<file path="src/rtl/dz_scan_if.sv">
// rtl/dz_scan_if.sv - level input handshake and LED matrix drive bundle for dz_scan
interface dz_scan_if;
    logic [2:0] din;
    logic [1:0] din_color;
    logic       din_valid;
    logic       din_ready;
    logic [7:0] row;
    logic [7:0] colr;
    logic [7:0] colg;
    logic       frame_done;

    modport master (
        output din, din_color, din_valid,
        input  din_ready, row, colr, colg, frame_done
    );

    modport slave (
        input  din, din_color, din_valid,
        output din_ready, row, colr, colg, frame_done
    );
endinterface

</file>
<file path="src/rtl/dz_scan.sv">
// rtl/dz_scan.sv - 8x8 bicolour bar-level matrix scanner with one-deep frame-synchronous input buffer
module dz_scan #(
    parameter logic [9:0] SCAN_DIV = 10'd125
) (
    input logic        clk,
    input logic        rst,
    dz_scan_if.slave   bus
);
    localparam logic [9:0] DIV_LAST = SCAN_DIV - 10'd1;

    logic [9:0] div_q, div_d;
    logic [2:0] ridx_q, ridx_d;
    logic [3:0] fcnt_q, fcnt_d;
    logic       pend_full_q, pend_full_d;
    logic [2:0] pend_lvl_q, pend_lvl_d;
    logic [1:0] pend_col_q, pend_col_d;
    logic [2:0] shown_lvl_q, shown_lvl_d;
    logic [1:0] shown_col_q, shown_col_d;
    logic [7:0] row_q, row_d;
    logic [7:0] colr_q, colr_d;
    logic [7:0] colg_q, colg_d;
    logic       frame_done_q, frame_done_d;

    logic       row_edge;
    logic       frame_edge;
    logic [7:0] pattern;

    assign row_edge   = (div_q == DIV_LAST);
    assign frame_edge = row_edge && (ridx_q == 3'd7);

    assign bus.din_ready  = !pend_full_q;
    assign bus.row        = row_q;
    assign bus.colr       = colr_q;
    assign bus.colg       = colg_q;
    assign bus.frame_done = frame_done_q;

    // Next-state: scan counters, input slot, frame-synchronous display update and row pattern
    always_comb begin
        div_d        = div_q + 10'd1;
        ridx_d       = ridx_q;
        fcnt_d       = fcnt_q;
        pend_full_d  = pend_full_q;
        pend_lvl_d   = pend_lvl_q;
        pend_col_d   = pend_col_q;
        shown_lvl_d  = shown_lvl_q;
        shown_col_d  = shown_col_q;
        frame_done_d = frame_edge;

        if (row_edge) begin
            div_d  = 10'd0;
            ridx_d = ridx_q + 3'd1;
        end
        if (frame_edge) begin
            fcnt_d = fcnt_q + 4'd1;
        end

        // Display only swaps at the frame boundary so a frame is never torn
        if (frame_edge && pend_full_q) begin
            shown_lvl_d = pend_lvl_q;
            shown_col_d = pend_col_q;
            pend_full_d = 1'b0;
        end
        // Slot accepts only when empty, so it never collides with the swap above
        if (bus.din_valid && !pend_full_q) begin
            pend_lvl_d  = bus.din;
            pend_col_d  = bus.din_color;
            pend_full_d = 1'b1;
        end

        // Level N lights the bottom N rows; level 0 blinks the whole matrix every 8 frames
        if (shown_lvl_q != 3'd0) begin
            pattern = ({1'b0, ridx_q} >= (4'd8 - {1'b0, shown_lvl_q})) ? 8'hFF : 8'h00;
        end else begin
            pattern = fcnt_q[3] ? 8'hFF : 8'h00;
        end

        row_d  = ~(8'b1 << ridx_q);
        colr_d = pattern & {8{shown_col_q[0]}};
        colg_d = pattern & {8{shown_col_q[1]}};
    end

    // State and registered outputs; reset blanks the matrix and drops any pending value
    always_ff @(posedge clk or posedge rst) begin
        if (rst) begin
            div_q        <= 10'd0;
            ridx_q       <= 3'd0;
            fcnt_q       <= 4'd0;
            pend_full_q  <= 1'b0;
            pend_lvl_q   <= 3'd0;
            pend_col_q   <= 2'b00;
            shown_lvl_q  <= 3'd0;
            shown_col_q  <= 2'b00;
            row_q        <= 8'hFF;
            colr_q       <= 8'h00;
            colg_q       <= 8'h00;
            frame_done_q <= 1'b0;
        end else begin
            div_q        <= div_d;
            ridx_q       <= ridx_d;
            fcnt_q       <= fcnt_d;
            pend_full_q  <= pend_full_d;
            pend_lvl_q   <= pend_lvl_d;
            pend_col_q   <= pend_col_d;
            shown_lvl_q  <= shown_lvl_d;
            shown_col_q  <= shown_col_d;
            row_q        <= row_d;
            colr_q       <= colr_d;
            colg_q       <= colg_d;
            frame_done_q <= frame_done_d;
        end
    end
endmodule

</file>
<file path="src/flat_wrapper.sv">
// flat-port wrapper written by rule: the top's interface ports become plain ports
module dz_scan_flat 
#(
    parameter logic [9:0] SCAN_DIV = 10'd125
)
  (clk, rst, bus_din, bus_din_color, bus_din_valid, bus_din_ready, bus_row, bus_colr, bus_colg, bus_frame_done);
  dz_scan_if bus_i ();
  input logic clk;
  input logic rst;
  input wire logic [$bits(bus_i.din)-1:0] bus_din;
  input wire logic [$bits(bus_i.din_color)-1:0] bus_din_color;
  input wire logic [$bits(bus_i.din_valid)-1:0] bus_din_valid;
  output wire logic [$bits(bus_i.din_ready)-1:0] bus_din_ready;
  output wire logic [$bits(bus_i.row)-1:0] bus_row;
  output wire logic [$bits(bus_i.colr)-1:0] bus_colr;
  output wire logic [$bits(bus_i.colg)-1:0] bus_colg;
  output wire logic [$bits(bus_i.frame_done)-1:0] bus_frame_done;
  assign bus_i.din = bus_din;
  assign bus_i.din_color = bus_din_color;
  assign bus_i.din_valid = bus_din_valid;
  assign bus_din_ready = bus_i.din_ready;
  assign bus_row = bus_i.row;
  assign bus_colr = bus_i.colr;
  assign bus_colg = bus_i.colg;
  assign bus_frame_done = bus_i.frame_done;
  dz_scan #(.SCAN_DIV(SCAN_DIV)) u_core (.clk(clk), .rst(rst), .bus(bus_i));
endmodule
</file>
<file path="config.mk">
export PLATFORM = sky130hd
export DESIGN_NAME = dz_scan_flat
export DESIGN_NICKNAME = d
export VERILOG_FILES = /design/src/rtl/dz_scan_if.sv /design/src/rtl/dz_scan.sv /design/src/flat_wrapper.sv
export SDC_FILE = /design/constraint.sdc
export NUM_CORES = 1
export LEC_CHECK = 0
export CAP_MARGIN = 20
export CORE_MARGIN = 4
export CORE_UTILIZATION = 47
export DETAILED_ROUTE_END_ITERATION = 12
export PLACE_DENSITY = 0.75
export REMOVE_ABC_BUFFERS = 1
export SYNTH_ARGS = -nofsm -noshare
export SYNTH_HDL_FRONTEND = slang
export SYNTH_SLANG_ARGS = --single-unit
</file>
<file path="constraint.sdc">
create_clock -name clk -period 1.84 [get_ports clk]
set_input_delay 0.276 -clock clk [delete_from_list [all_inputs] [get_ports clk]]
set_output_delay 0.276 -clock clk [all_outputs]
set_load 0.05 [all_outputs]
</file>
==> impl_metrics.toml <==
[run_status]
outcome = "complete, no violations"

[setup_path]
required_ns = 2.01
worstSetupStartpointType = "register"
critical_path_class = "reg -> reg"
endpoint_kind = "register"
r2r_start = "u_core.ridx_q[1]$_DFFE_PP0N_"
arrival_ns = 1.95
reg2reg_slack_ns = 0.07
r2r_cells = 6
reg2reg_to = "u_core.shown_lvl_q[2]$_DFFE_PP0P_"
cp_max_fo = 6

[clock_tree]
cts.sinks = 39
root_buffer = "clkbuf_8"
cts_tree = "yes"
cts_buffers = 5
clkTransAtPathRegs_ns = 0.07
clk_latency_ns = 0.29
cts.path.max_buffers = 2
cts_max_level = 2
postCtsHoldBufs = 0

[synthesis]
avgSynthCellArea_sq_um = 12.1
yosys_warnings = 0
synth_cells = 158
synth_seq_cells = 39
ys_types = 31
syn_area_sq_um = 1910
yosysSeqAreaShare = 0.515

[route]
first_pass_iters = 6
final_antenna_net_count = 0
wire_per_inst_um = 13.0
drt_wl_total_mm = 3.16
drc = 0
routed_via_density = 4.94
vias = 1200
first_iter_violations = 55

[final_layout]
area_delta_synth_final_pct = 20.1
utilization = 0.605
seq_area_sq_um = 986
finalInstanceArea_sq_um = 2300
final_nets = 216
n_antenna_cell = 0
layout_commonest_cell = "buf_4"
drive_gt1_frac = 0.349
fillers = 291
mostFrequentLayoutCells = "buf_4 (37), dfrtp_1 (31), inv_1 (15), ha_1 (13), mux2_2 (12)"
multi_input_area_sq_um = 757

[die]
rows = 22
core_sq_um = 3800
die_h_um = 71.8
die_w_um = 71.8
floorplan.initialDensity = 0.504
die-area_sq_um = 5160
io_pins = 34

[hold_path]
hold_class = "in -> async"

[timing]
hold_viol = 0
slew_viol_final = 0
holdWs_ns = 0.388
post-route-period-util = 0.963
period_needed_ns = 1.77
finClkSkew_ns = 0.00546
max_freq_mhz = 564
slew-limit-headroom = 0.668
fin_ws_ns = 0.0681
tightest_slew_ns = 0.497
final-setup-viol-count = 0

[power]
ir_drop_uv = 361
power_density_nw_per_um2 = 637
power_leakage_nw = 1.08
p_total_mw = 1.46

[grt]
grt_pass1_wl_mm = 5.49
grt_max_degree = 40
first_global_vias = 1202
globalRoute.totalOverflow = 0
grt_usage = 0.136
grt_antenna_before_repair = 0

[place]
io_buffer_count = 33
place_area_sq_um = 2170
place.gp.congestion = 0.834
dpl.hpwl_mm = 2.35
place_ws_ns = 0.0501

[job]
drv_cap = 0
-- layout make-up --
class,instances,area share
sequential,39,0.429
timing repair buffer,45,0.156
tap,48,0.0261
multi-input combinational,88,0.329
inverter,15,0.0245
clock buffer,7,0.0332
clock inverter,1,0.00218
-- cells in the mapped netlist --
cell        n  area, sq um
nor3_1      1         5.00
dfstp_2     8          210
a211oi_1    1         7.51
a31oi_1     1         6.26
inv_1      15         56.3
or3_1       1         6.26
buf_4      14          105
mux2i_1     2         20.0
nor4_1      2         12.5
o21bai_1    1         7.51
nand2b_1    3         18.8
o211ai_1    1         7.51
nand4bb_1   1         11.3
nor2b_1     2         12.5
and3_1      1         6.26
buf_6       2         22.5
nand4_1     4         25.0
xnor2_1     4         35.0
nand2_1    11         41.3
nor4_4      2         42.5
nor3_4      1         16.3
xor2_1      5         43.8
and4_1      1         8.76
mux2_2     12          135
nand4_4     1         21.3
nor2_1      7         26.3
o41ai_1     2         17.5
dfrtp_1    31          776
nand3_1     6         30.0
ha_1       14          175
a21oi_1     1         5.00
-- metrics by stage --
| step | std cells | setup TNS (ns) |
|---|---|---|
| after floorplan | 142 | -18.43 |
| after global placement | 231 | 0 |
| after detailed placement | 231 | 0 |
| after CTS | 239 | 0 |
| after global routing | 243 | -0.00878 |
| final | 243 | 0 |
-- power by group --
part           internal [mW]  switching, mW
Combinational         0.0239         0.0208
Sequential             0.871        0.00650
Clock                  0.266          0.276
Total                   1.16          0.303
-- logic make-up after synthesis --
group,share of synthesized area
simple gates,0.148
buf+inv,0.0961
compound gates,0.0268
flops,0.515
xor+xnor,0.0412
fa+ha+maj,0.0915
mux,0.0810
-- critical path, cell delays in order (launching register included) --
cell and delay [ns]:
dfrtp_1 0.39, ha_1 0.23, ha_4 0.17, nand2_1 0.09, nor4_4 0.26, buf_4 0.18, mux2_2 0.34
-- metal layers --
layer  wire length (um)  track usage  vias to the layer above
met5                  0            0                        -
met4                 46       0.0564                        0
met3                230       0.0547                        6
met2               1550        0.222                       39
met1               1330        0.159                      568
li1                   -            -                      587
-- state kept, by name, indices dropped and copies added, names as in the netlist --
| signal | count |
|---|---|
| u_core.pend_lvl_q | 3 |
| u_core.bus.row | 8 |
| u_core.div_q | 10 |
| u_core.bus.frame_done | 1 |
| u_core.bus.colr | 1 |
| u_core.ridx_q | 3 |
| u_core.shown_col_q | 2 |
| u_core.pend_col_q | 2 |
| u_core.fcnt_q | 4 |
| u_core.bus.colg | 1 |
| u_core.pend_full_q | 1 |
| u_core.shown_lvl_q | 3 |
-- how the worst max path moves through the flow --
stage,startpoint,to
5_1_grt,u_core.ridx_q[0]$_DFFE_PP0N_,u_core.shown_col_q[0]$_DFFE_PP0P_
3_3_place_gp,u_core.ridx_q[1]$_DFFE_PP0N_,u_core.shown_lvl_q[0]$_DFFE_PP0P_
6_report,u_core.ridx_q[1]$_DFFE_PP0N_,u_core.shown_lvl_q[2]$_DFFE_PP0P_
3_5_place_dp,u_core.ridx_q[1]$_DFFE_PP0N_,u_core.shown_lvl_q[2]$_DFFE_PP0P_
4_1_cts,u_core.ridx_q[1]$_DFFE_PP0N_,u_core.shown_col_q[1]$_DFFE_PP0P_
2_1_floorplan,u_core.bus.colg[6]$_DFF_PP0_,bus_colg[0]
-- timing repair --
action | 4_1_cts | 5_1_grt
buffers inserted | 0 | 4
endpoints found under the setup margin | 0 | 6
gates resized for setup | 0 | 2
Note: power is estimated with default switching activity, not from simulation.
